## src/rtl/pipelined_brick_sort.sv

```systemverilog
// Odd-even transposition (brick) sorter: NUM_ELEMS registered compare-exchange stages with valid/ready flow.
// Optional macro SORT_PERM_EN adds per-element index tags and the dest_tperm output.
module pipelined_brick_sort #(
  parameter int DATA_WIDTH = 8,
  parameter int NUM_ELEMS  = 4,
  parameter int DESCENDING = 0
) (
  input  logic                            clk,
  input  logic                            rst,
  input  logic                            src_tvalid,
  output logic                            src_tready,
  input  logic [DATA_WIDTH*NUM_ELEMS-1:0] src_tdata_raw,
  output logic                            dest_tvalid,
  input  logic                            dest_tready,
`ifdef SORT_PERM_EN
  output logic [NUM_ELEMS*$clog2(NUM_ELEMS)-1:0] dest_tperm,
`endif
  output logic [DATA_WIDTH*NUM_ELEMS-1:0] dest_tdata_raw
);

  localparam int W  = DATA_WIDTH;
  localparam int N  = NUM_ELEMS;
  localparam int PW = $clog2(NUM_ELEMS);

  logic [N-1:0]   valid_reg;
  logic [N-1:0]   valid_in;
  logic [N:0]     load;
  logic [W-1:0]   stage_in  [N][N];
  logic [W-1:0]   data_next [N][N];
  logic [W-1:0]   data_reg  [N][N];
`ifdef SORT_PERM_EN
  logic [PW-1:0]  tag_in    [N][N];
  logic [PW-1:0]  tag_next  [N][N];
  logic [PW-1:0]  tag_reg   [N][N];
`endif

  // Strict comparison: equal elements never swap, which keeps the sort stable.
  function automatic logic out_of_order(input logic [W-1:0] lo, input logic [W-1:0] hi);
    if (DESCENDING != 0)
      return lo < hi;
    else
      return lo > hi;
  endfunction

  // A stage advances when it is empty or its successor is advancing too.
  always_comb begin
    load[N] = dest_tready;
    for (int k = N - 1; k >= 0; k--)
      load[k] = !valid_reg[k] || load[k+1];
  end

  assign valid_in = {valid_reg[N-2:0], src_tvalid};

  always_comb begin
    for (int j = 0; j < N; j++) begin
      stage_in[0][j] = src_tdata_raw[j*W +: W];
`ifdef SORT_PERM_EN
      tag_in[0][j] = PW'(j);
`endif
    end
    for (int k = 1; k < N; k++) begin
      for (int j = 0; j < N; j++) begin
        stage_in[k][j] = data_reg[k-1][j];
`ifdef SORT_PERM_EN
        tag_in[k][j] = tag_reg[k-1][j];
`endif
      end
    end

    for (int k = 0; k < N; k++) begin
      for (int j = 0; j < N; j++) begin
        data_next[k][j] = stage_in[k][j];
`ifdef SORT_PERM_EN
        tag_next[k][j] = tag_in[k][j];
`endif
      end
    end

    // Even stages pair (0,1),(2,3)..; odd stages pair (1,2),(3,4)..
    for (int k = 0; k < N; k++) begin
      for (int j = 0; j < N - 1; j++) begin
        if ((j % 2) == (k % 2)) begin
          if (out_of_order(stage_in[k][j], stage_in[k][j+1])) begin
            data_next[k][j]   = stage_in[k][j+1];
            data_next[k][j+1] = stage_in[k][j];
`ifdef SORT_PERM_EN
            tag_next[k][j]    = tag_in[k][j+1];
            tag_next[k][j+1]  = tag_in[k][j];
`endif
          end
        end
      end
    end
  end

  always_ff @(posedge clk or posedge rst) begin
    if (rst) begin
      valid_reg <= '0;
      for (int k = 0; k < N; k++) begin
        for (int j = 0; j < N; j++) begin
          data_reg[k][j] <= '0;
`ifdef SORT_PERM_EN
          tag_reg[k][j]  <= '0;
`endif
        end
      end
    end else begin
      for (int k = 0; k < N; k++) begin
        if (load[k]) begin
          valid_reg[k] <= valid_in[k];
          for (int j = 0; j < N; j++) begin
            data_reg[k][j] <= data_next[k][j];
`ifdef SORT_PERM_EN
            tag_reg[k][j]  <= tag_next[k][j];
`endif
          end
        end
      end
    end
  end

  assign src_tready  = load[0];
  assign dest_tvalid = valid_reg[N-1];

  generate
    for (genvar gi = 0; gi < N; gi++) begin : g_out
      assign dest_tdata_raw[gi*W +: W] = data_reg[N-1][gi];
`ifdef SORT_PERM_EN
      assign dest_tperm[gi*PW +: PW] = tag_reg[N-1][gi];
`endif
    end
  endgenerate

endmodule

```

## config.mk

```make
export PLATFORM = sky130hd
export DESIGN_NAME = pipelined_brick_sort
export DESIGN_NICKNAME = d
export VERILOG_FILES = /design/src/rtl/pipelined_brick_sort.sv
export SDC_FILE = /design/constraint.sdc
export NUM_CORES = 1
export LEC_CHECK = 0
export BUFFER_PORTS_ARGS = -buffer_cell sky130_fd_sc_hd__buf_2
export CAP_MARGIN = 20
export CORE_ASPECT_RATIO = 1.4
export CORE_MARGIN = 5
export CORE_UTILIZATION = 50
export CTS_CLUSTER_SIZE = 28
export DETAILED_ROUTE_END_ITERATION = 8
export PLACE_DENSITY = 0.77
export SLEW_MARGIN = 25
export SYNTH_ARGS = -nofsm -noshare
export SYNTH_HDL_FRONTEND = slang
export SYNTH_SLANG_ARGS = --single-unit
export TNS_END_PERCENT = 20
```

## constraint.sdc

```tcl
create_clock -name clk -period 8.51 [get_ports clk]
set_input_delay 0 -clock clk [delete_from_list [all_inputs] [get_ports clk]]
set_output_delay 0 -clock clk [all_outputs]
set_load 0.03 [all_outputs]
```

==> impl_metrics.toml, run 1 <==
[synth]
post_synth_and_or_nand_nor_area_fraction_pct = 17.82
syn_nets = 1024
ys_seq_elements = 132
syn_area_mm2 = 0.008300
synth_fa_ha_area_share_pct = 7.235
ys_seq_area_share_pct = 39.79
async_flop_share_pct = 100.0
synth_xor_area_share_pct = 0
synth_area_leader_cell = "dfrtp_1"
synth_warnings = 0
synth_top_family_by_area = "compound AO/OA/AOI/OAI gates"
synth-edff-count = 0
synth.area.mux_share_pct = 0
syn_avg_cell_area_um2 = 8.830
synth_area_leaders = "dfrtp_1 (40%), ha_1 (7.2%), nand2_1 (6.3%)"
synth_top_area_share_pct = 39.79
ys.flop_type = "dfrtp_1"
synth.distinct_cells = 48
synth_compound_area_share_pct = 26.08
syn_inst = 940

[clock_network]
root_buffer = "clkbuf_16"
clk_latency_ns = 0.42
clockBufferDepth = 2
cts.sinks = 132
h-tree-depth = 4
cts_made_buffers = 17
cts_setup_buffers = 0
clk_pin_slew_worst_paths_ns = 0.06
cts_tree = "yes"

[floorplan]
start_util_pct = 51.11
ios = 70
die_w_um = 118.9
die_area_mm2 = 0.01931
num_rows = 55
core_area_mm2 = 0.01624
die_h_um = 162.5

[worst_setup_path]
worstSetupPathType = "reg -> out"
r2r-end = "data_next[65]$_DFFE_PP0P_"
path_buf_inv = 4
r2r_setup_slack_ns = 5.49
crit_required_ns = 8.51
max_stage_delay_ns = 0.85
path_common_cell = "buf_4"
endpoint_kind = "primary output"
rr_worst_depth = 7
cp_max_fo = 43
slowest_stage = "and3_1"
crit_chain = "nor2b_2, buf_4, and3_1, and2_1, buf_4, inv_2, buf_2"
crit_family = "buffers and inverters"
cp-start-kind = "flip-flop"
r2r_start = "valid_reg[3]$_DFFE_PP0P_"
cp.arrival_ns = 3.35

[pwr]
worst_ir_drop_vdd_v = 0.0001830
power_density_mw_per_mm2 = 356.6
leakagePower_nw = 4.718

[timing]
clock_skew_ns = 0.008373
max_freq_ghz = 0.2988
setup_slack_ns = 5.163
final_hold_viol_count = 0
tightestPinTransition_ns = 1.006
relSlewSlack_pct = 32.56
rsz0062_at_grt = "false"
fin_crit_ns = 3.347
final.setup.tns_ns = 0
post-route-period-util_pct = 39.33
slew_violations = 0
setup_violations = 0

[cells_and_area]
largest_register_ffs = 64
fin_nets = 1059
area_growth_pct = 11.70
multi_input_area_mm2 = 0.004272
post-route-util_pct = 57.09
antenna_cells = 0
n_fill_cell = 1425
regArea_mm2 = 0.003303
drive_gt1_share_pct = 12.88

[worst_hold_path]
min_path_cells = 3
hold_end = "data_next[66]$_DFFE_PP0P_"
min_path_type = "in -> reg"
hp-start = "src_tdata_raw[26]"

[placed_design]
pre_cts_slack_ns = 5.540
portBuffers = 69
gp_congestion = 0.8713
dp_hpwl_um = 13760

[routing]
drc = 0
viasPerCell = 5.972
num_vias = 7077
final_antenna_net_count = 0
routed_wl_um = 20240
drt_iter0_markers = 482
first_pass_iters = 5
wl_per_cell_um = 17.08

[global_routing]
grt_pass1_vias = 6853
track_usage_pct = 21.45
grt_pass1_wl_um = 34400
grt_max_degree = 84
grt_overflow = 0
grt_antenna_before_repair = 0

[outcome]
status = "complete, no violations"

[run]
drv_cap = 0
-- synthesized netlist by cell type (all sizes together) (4+ instances only) --
library cell and number:
a21oi 73, and2 72, clkbuf 36, a31oi 48, o32a 48, a22oi 8, a21o 54, o21a 5
nand2 140, buf 58, o31ai 8, nand2b 4, nand4 8, inv 52, ha 48, nor2b 7
and3 17, a211oi 5, dfrtp 132, nor2 32, o21ai 60, and4 4
-- stage by stage --
| step | instance area (µm²) | hold slack (ns) | total power [mW] | std cells |
|---|---|---|---|---|
| 2_1_floorplan | 8300 | 0.1084 | 2.413 | 940 |
| 4_1_cts | 9240 | 0.008790 | 3.293 | 1185 |
| 3_3_place_gp | 8392 | -0.1136 | 2.589 | 1121 |
| 5_1_grt | 9271 | 0.04034 | 3.561 | 1185 |
| 3_5_place_dp | 8392 | -0.1111 | 2.631 | 1121 |
| 6_report | 9271 | 0.01182 | 3.306 | 1185 |
-- placed cells by master, fill, tap and decap left out, types with 7 or more instances in the layout --
cell / netlist / layout
a31oi_1: 47 / 47
nand2_1: 140 / 140
a21o_1: 53 / 53
a21oi_1: 73 / 73
and2_1: 72 / 72
o32a_1: 48 / 48
clkinv_2: 0 / 7
ha_1: 48 / 48
buf_2: 17 / 69
nor2_1: 32 / 31
clkbuf_16: 0 / 17
and3_1: 17 / 17
inv_1: 51 / 50
dlygate4sd3_1: 0 / 34
o31ai_1: 8 / 8
o21ai_0: 42 / 42
dfrtp_1: 132 / 132
o21ai_1: 17 / 16
a22oi_1: 7 / 7
-- logic make-up (layout without fill, tap and decap cells) --
kind of cell    count (synthesis)  after routing
compound gates                319            319
simple gates                  295            295
buf+inv                       146            192
fa+ha+maj                      48             48
flops                         132            132
-- per-layer routing --
layer / up-vias / wire length, µm / part of all wire [%] / GRT usage [%]
li1: 3396 / - / - / -
met1: 3403 / 8402 / 42 / 26.81
met2: 224 / 10300 / 51 / 37.08
met3: 54 / 979 / 4.8 / 3.405
met4: 0 / 559 / 2.8 / 8.698
met5: - / 0 / 0 / 0
-- where the power goes --
part	switching, mW	internal, mW	total, mW	leakage (nW)
sequential	0.212	0.878	1.09	1.52
clock	0.267	0.371	0.638	0.246
combinational	0.961	0.616	1.58	2.95
-- worst min-delay path: stages --
cell and delay, ns:
buf_2 0.13, a21o_1 0.13, o32a_1 0.13
-- cell type report --
| type | count | share of cell area, % |
|---|---|---|
| clock buffer | 19 | 4.777 |
| clock inverter | 11 | 0.7018 |
| inverter | 52 | 2.132 |
| multi-input combinational | 662 | 46.07 |
| sequential | 132 | 35.63 |
| tap | 199 | 2.686 |
| timing repair buffer | 110 | 8.003 |
-- repair_timing --
action	4_1_cts	5_1_grt
hold buffers	34	0
hold endpoints to repair	39	0
gates resized for setup	0	0
-- worst max path at each step --
stage	depth (start not counted)	slack [ns]	to	from
finish	7	5.16	src_tready	valid_reg[3]$_DFFE_PP0P_
floorplan	1	4.98	data_next[0]$_DFFE_PP0P_	rst
global placement	7	5.56	data_reg[107]$_DFFE_PP0P_	valid_reg[3]$_DFFE_PP0P_
detailed placement	7	5.54	data_next[65]$_DFFE_PP0P_	valid_reg[3]$_DFFE_PP0P_
CTS	7	5.18	src_tready	valid_reg[3]$_DFFE_PP0P_
global route	7	4.95	src_tready	valid_reg[3]$_DFFE_PP0P_
No activity file was read; power rests on OpenSTA's default activity.
==> run 2, diff against run 1 <==
--- a/config.mk
+++ b/config.mk
@@ -12,7 +12,7 @@
 export CORE_UTILIZATION = 50
 export CTS_CLUSTER_SIZE = 28
 export DETAILED_ROUTE_END_ITERATION = 8
-export PLACE_DENSITY = 0.77
+export PLACE_DENSITY = 0.79
 export SLEW_MARGIN = 25
 export SYNTH_ARGS = -nofsm -noshare
 export SYNTH_HDL_FRONTEND = slang
==> constraint.sdc (replaced) <==
create_clock -name clk -period 2.7 [get_ports clk]
set_input_delay 0 -clock clk [delete_from_list [all_inputs] [get_ports clk]]
set_output_delay 0 -clock clk [all_outputs]
set_load 0.03 [all_outputs]
==> run 2 against run 1 <==
Worst hold slack improved by 0.086 ns. Non-clock buffer count increased by 23. Worst setup slack got worse by 4.9 ns. Core utilization increased by 1.7 points. Wire length increased by 1.9%. First-iteration DRC count increased by 3.5%. Highest routed layer unchanged.
==> impl_metrics.toml, run 2 (synthesized netlist as in run 1, its figures left out) <==
[global_routing]
track_usage_pct = 21.65
grt_overflow = 0
grt_pass1_vias = 6961
grt_pass1_wl_um = 34510
grt_antenna_before_repair = 0
grt_max_degree = 113

[run]
drv_cap = 0

[cells_and_area]
drive_gt1_share_pct = 15.13
largest_register_ffs = 64
area_growth_pct = 15.07
antenna_cells = 0
fin_nets = 1082
postLayoutCellArea_mm2 = 0.009552
layout_common_cells = "nand2_1 (140), dfrtp_1 (132), a21oi_1 (73), and2_1 (71), buf_2 (69)"
final_common_cell = "nand2_1"

[worst_setup_path]
worstSetupPathType = "reg -> reg"
cp.arrival_ns = 2.76
crit_required_ns = 3.00
cp_max_fo = 16
endpoint_kind = "flip-flop"
cp-start-kind = "flip-flop"

[clock_network]
cts_setup_buffers = 0
h-tree-depth = 4
cts_made_buffers = 17
root_buffer = "clkbuf_16"
clk_pin_slew_worst_paths_ns = 0.06
clockBufferDepth = 2
cts.sinks = 132
cts_tree = "yes"
clk_latency_ns = 0.42

[routing]
final_antenna_net_count = 0
num_vias = 7240
drt_iter0_markers = 499
wl_per_cell_um = 17.04
drc = 0
first_pass_iters = 5
viasPerCell = 5.983
routed_wl_um = 20620

[timing]
fin_crit_ns = 2.465
rsz0062_at_grt = "false"
clock_skew_ns = 0.007044
relSlewSlack_pct = 34.69
tightestPinTransition_ns = 0.9797
setup_violations = 0
max_freq_ghz = 0.4057
final.setup.tns_ns = 0
final_hold_viol_count = 0
slew_violations = 0
post-route-period-util_pct = 91.30

[floorplan]
die_h_um = 162.5
ios = 70
num_rows = 55
die_w_um = 118.9
die_area_mm2 = 0.01931
core_area_mm2 = 0.01624
start_util_pct = 51.11

[outcome]
status = "complete, no violations"

[pwr]
leakagePower_nw = 4.876
p_sw_mw = 4.630
clkPwrFrac_pct = 22.2
combPwrFrac_pct = 46.8
power_density_mw_per_mm2 = 1151
power.share.switching_pct = 42.10
worst_ir_drop_vdd_v = 0.0004183
internal_power_mw = 6.368
power_frac_seq_pct = 31.0

[worst_hold_path]
min_path_type = "in -> reg"

[placed_design]
placedInstanceArea_mm2 = 0.008589
dp_hpwl_um = 14220
gp_congestion = 0.8994
portBuffers = 69
[run 2: cell count changes in the layout (fill, tap and decap cells not counted), sizes merged]
| cell | previous run | this run |
|---|---|---|
| buf | 76 | 100 |
| dlygate4sd3 | 34 | 33 |
| bufinv | 0 | 4 |
| inv | 52 | 51 |
| clkbuf | 19 | 18 |
[run 2: path summary, 6_finish.rpt]
kind                                                from                        endpoint  slack (ns)  cells past startpoint
max                             data_reg[85]$_DFFE_PP0P_        data_reg[54]$_DFFE_PP0P_        0.23                      7
min                                    src_tdata_raw[13]       data_reg[117]$_DFFE_PP0P_         0.1                      3
max reg2reg                     data_reg[85]$_DFFE_PP0P_        data_reg[54]$_DFFE_PP0P_        0.23                      7
min reg2reg                dest_tdata_raw[1]$_DFFE_PP0P_   dest_tdata_raw[1]$_DFFE_PP0P_        0.46                      2
max in group asynchronous                            rst        data_reg[85]$_DFFE_PP0P_        1.58                      4
min in group asynchronous                            rst  dest_tdata_raw[13]$_DFFE_PP0P_        0.16                      3
[run 2: final cells by class]
cell class              instances  area (µm²)
clock inverters                14       185.2
multi-input cells             662        4255
inverters                      52       198.9
fillers                      1408        6689
well taps                     199       249.0
flip-flops and latches        132        3303
clock buffers                  18       439.2
repair buffers                133       920.9
[run 2: routing by layer]
| metal | vias up | GRT usage (%) | wire length, µm |
|---|---|---|---|
| li1 | 3429 | - | - |
| met1 | 3483 | 27.23 | 8792 |
| met2 | 264 | 36.20 | 10140 |
| met3 | 64 | 3.266 | 930 |
| met4 | 0 | 11.07 | 757 |
| met5 | - | 0 | 0 |
[run 2: per-stage QoR]
step	setup WS [ns]	std cells	util (%)	hold WS [ns]	power, mW
final	0.2349	1210	58.81	0.09771	11.00
after global routing	0.06466	1210	58.81	0.06245	11.78
after CTS	0.06201	1210	58.77	0.05645	10.98
after detailed placement	0.2462	1145	52.89	0.04913	8.478
after global placement	0.2520	1145	52.87	0.04689	8.316
after floorplan	0.5560	940	-	0.1084	7.607
[run 2: power by group through the flow]
| stage | Clock [mW] | Sequential (mW) | Combinational (mW) |
|---|---|---|---|
| finish | 2.44 | 3.41 | 5.15 |
| global route | 2.55 | 3.51 | 5.71 |
| CTS | 2.46 | 3.41 | 5.11 |
| detailed placement | 0 | 3.44 | 5.04 |
| global placement | 0 | 3.41 | 4.91 |
| floorplan | 0 | 3.18 | 4.43 |
[run 2: what timing repair did]
action	4_1_cts	5_1_grt
hold endpoints to repair	52	0
hold buffers	33	0
resized for setup	0	1
setup endpoints to repair	0	1
[run 2: critical path, stage by stage, from the launching register on]
cell and delay (ns):
dfrtp_1 0.42, inv_1 0.07, ha_1 0.33, a211oi_2 0.23
nor2_1 0.10, or4_1 0.77, a31oi_1 0.33, a21oi_1 0.11
==> run 3, diff against run 2 <==
--- a/config.mk
+++ b/config.mk
@@ -12,8 +12,8 @@
 export CORE_UTILIZATION = 50
 export CTS_CLUSTER_SIZE = 28
 export DETAILED_ROUTE_END_ITERATION = 8
-export PLACE_DENSITY = 0.79
-export SLEW_MARGIN = 25
+export PLACE_DENSITY = 0.77
+export SLEW_MARGIN = 5
 export SYNTH_ARGS = -nofsm -noshare
 export SYNTH_HDL_FRONTEND = slang
 export SYNTH_SLANG_ARGS = --single-unit
==> constraint.sdc (replaced) <==
create_clock -name clk -period 2.6 [get_ports clk]
set_input_delay 0 -clock clk [delete_from_list [all_inputs] [get_ports clk]]
set_output_delay 0 -clock clk [all_outputs]
set_load 0.03 [all_outputs]
==> run 3 against run 2 <==
Sequential share of layout area about the same. Clock power decreased by 6%. Final cell count grew 0.50%. Sequential cell count unchanged.
==> impl_metrics.toml, run 3 (synthesized netlist as in run 1, its figures left out) <==
[outcome]
status = "complete, no violations"

[pwr]
power_density_mw_per_mm2 = 1180
power_frac_seq_pct = 31.4
worst_ir_drop_vdd_v = 0.0005045
leakagePower_nw = 4.893
p_sw_mw = 4.788
clkPwrFrac_pct = 20.5
internal_power_mw = 6.466
p_total_mw = 11.25
power.share.switching_pct = 42.54
combPwrFrac_pct = 48.1

[worst_hold_path]
hold_end = "dest_tdata_raw[6]$_DFFE_PP0P_"
hp-start = "dest_tready"
min_path_type = "in -> reg"
min_path_cells = 5

[floorplan]
num_rows = 55
die_area_mm2 = 0.01931
ios = 70
start_util_pct = 51.11
core_area_mm2 = 0.01624
die_w_um = 118.9
die_h_um = 162.5

[routing]
num_vias = 7254
wl_per_cell_um = 17.29
first_pass_iters = 7
drt_iter0_markers = 584
viasPerCell = 5.965
drc = 0
wl_met1_um = 8817
met2WireLength_um = 10710
top_layer = "met4"
met3_length_um = 937
routed_wl_um = 21020
final_antenna_net_count = 0

[worst_setup_path]
r2r_start = "data_reg[45]$_DFFE_PP0P_"
crit_required_ns = 2.96
r2r-end = "dest_tdata_raw[23]$_DFFE_PP0P_"
slowest_stage = "nor3_2"
max_stage_delay_ns = 0.86
cp-start-kind = "primary input"
crit_chain = "dlygate4sd3_1, buf_2, inv_1, ha_1, a211oi_1, o21bai_1, nor3_2, a21o_1, o32a_1"
rr_worst_depth = 7
cp_max_fo = 16
r2r_setup_slack_ns = 0.21
cp.arrival_ns = 2.76
worstSetupPathType = "in -> reg"
endpoint_kind = "flip-flop"

[cells_and_area]
fin_nets = 1089
antenna_cells = 0
area_growth_pct = 14.91
layout_common_cells = "nand2_1 (140), dfrtp_1 (132), a21oi_1 (73), and2_1 (71), buf_2 (69)"
final_common_cell = "nand2_1"
drive_gt1_share_pct = 15.44
largest_register_ffs = 64

[clock_network]
clockBufferDepth = 2
cts_tree = "yes"
root_buffer = "clkbuf_16"
cts_made_buffers = 17
h-tree-depth = 4
cts.sinks = 132
clk_latency_ns = 0.43
clk_pin_slew_worst_paths_ns = 0.06

[timing]
fin_crit_ns = 2.394
post-route-period-util_pct = 92.10
final_hold_viol_count = 0
rsz0062_at_grt = "false"
tightestPinTransition_ns = 1.025
relSlewSlack_pct = 31.32
setup_violations = 0
final.setup.tns_ns = 0
slew_violations = 0
max_freq_ghz = 0.4176
clock_skew_ns = 0.01457

[global_routing]
grt_pass1_vias = 7185
grt_pass1_wl_um = 35560
grt_max_degree = 43
track_usage_pct = 22.41
grt_overflow = 0
grt_antenna_before_repair = 0

[run]
drv_cap = 0

[placed_design]
dp_hpwl_um = 14630
portBuffers = 69
gp_congestion = 0.8823
run 3: cell count changes in the layout (fill, tap and decap cells not counted), sizes merged:
cell	previous run	this run
buf	100	106
bufinv	4	2
clkinvlp	4	2
clkbuf	18	19
dlygate4sd3	33	34
clkinv	7	9
run 3: layout make-up:
| cell class | count | area [µm²] |
|---|---|---|
| clock buffers | 19 | 452.9 |
| clock inverters | 12 | 112.6 |
| fillers | 1430 | 6703 |
| inverters | 52 | 198.9 |
| multi-input cells | 662 | 4245 |
| flip-flops and latches | 132 | 3303 |
| well taps | 199 | 249.0 |
| repair buffers | 140 | 975.9 |
run 3: critical path: cells and delay by family:
| family | cells | cell delay [ns] |
|---|---|---|
| simple gates | 1 | 0.86 |
| compound gates | 4 | 0.83 |
| buf+inv | 3 | 0.77 |
| fa+ha+maj | 1 | 0.29 |
run 3: power by group through the flow:
stage	clock network (mW)	logic [mW]	registers, mW
after floorplan	0	4.60	3.30
after global placement	0	5.17	3.53
after detailed placement	0	5.30	3.56
after CTS	2.34	5.37	3.52
after global routing	2.44	6.03	3.63
final	2.30	5.42	3.53
run 3: worst max-delay path by stage:
| stage | start | depth (start not counted) | end | slack, ns |
|---|---|---|---|---|
| floorplan | data_reg[69]$_DFFE_PP0P_ | 9 | data_reg[47]$_DFFE_PP0P_ | 0.46 |
| global placement | data_reg[45]$_DFFE_PP0P_ | 7 | dest_tdata_raw[23]$_DFFE_PP0P_ | 0.22 |
| detailed placement | data_reg[47]$_DFFE_PP0P_ | 6 | dest_tdata_raw[14]$_DFFE_PP0P_ | 0.20 |
| CTS | data_reg[47]$_DFFE_PP0P_ | 6 | dest_tdata_raw[12]$_DFFE_PP0P_ | 0.13 |
| global route | src_tdata_raw[13] | 9 | data_next[93]$_DFFE_PP0P_ | 0.03 |
| finish | src_tdata_raw[13] | 9 | data_next[93]$_DFFE_PP0P_ | 0.21 |
run 3: metrics by stage:
| stage | instance area (µm²) | setup WS (ns) | hold slack (ns) | util [%] | cells |
|---|---|---|---|---|---|
| after detailed placement | 8623 | 0.2037 | 0.07615 | 53.10 | 1150 |
| final | 9538 | 0.2055 | 0.1614 | 58.73 | 1216 |
| after global placement | 8623 | 0.2235 | 0.07251 | 53.10 | 1150 |
| after floorplan | 8304 | 0.4560 | 0.1084 | - | 940 |
| after global routing | 9538 | 0.03457 | 0.1883 | 58.73 | 1216 |
| after CTS | 9530 | 0.1295 | 0.1492 | 58.68 | 1215 |
run 3: layer usage:
layer	vias up	track usage (%)
li1	3441	-
met1	3511	27.27
met2	257	39.09
met3	45	4.482
met4	0	8.645
met5	-	0
run 3: repair_timing:
| item | CTS | global route |
|---|---|---|
| gates resized for setup | 1 | 0 |
| endpoints found under the setup margin | 1 | 0 |
| endpoints found under the hold margin | 52 | 0 |
| buffers inserted | 0 | 0 |
| hold buffers | 34 | 0 |
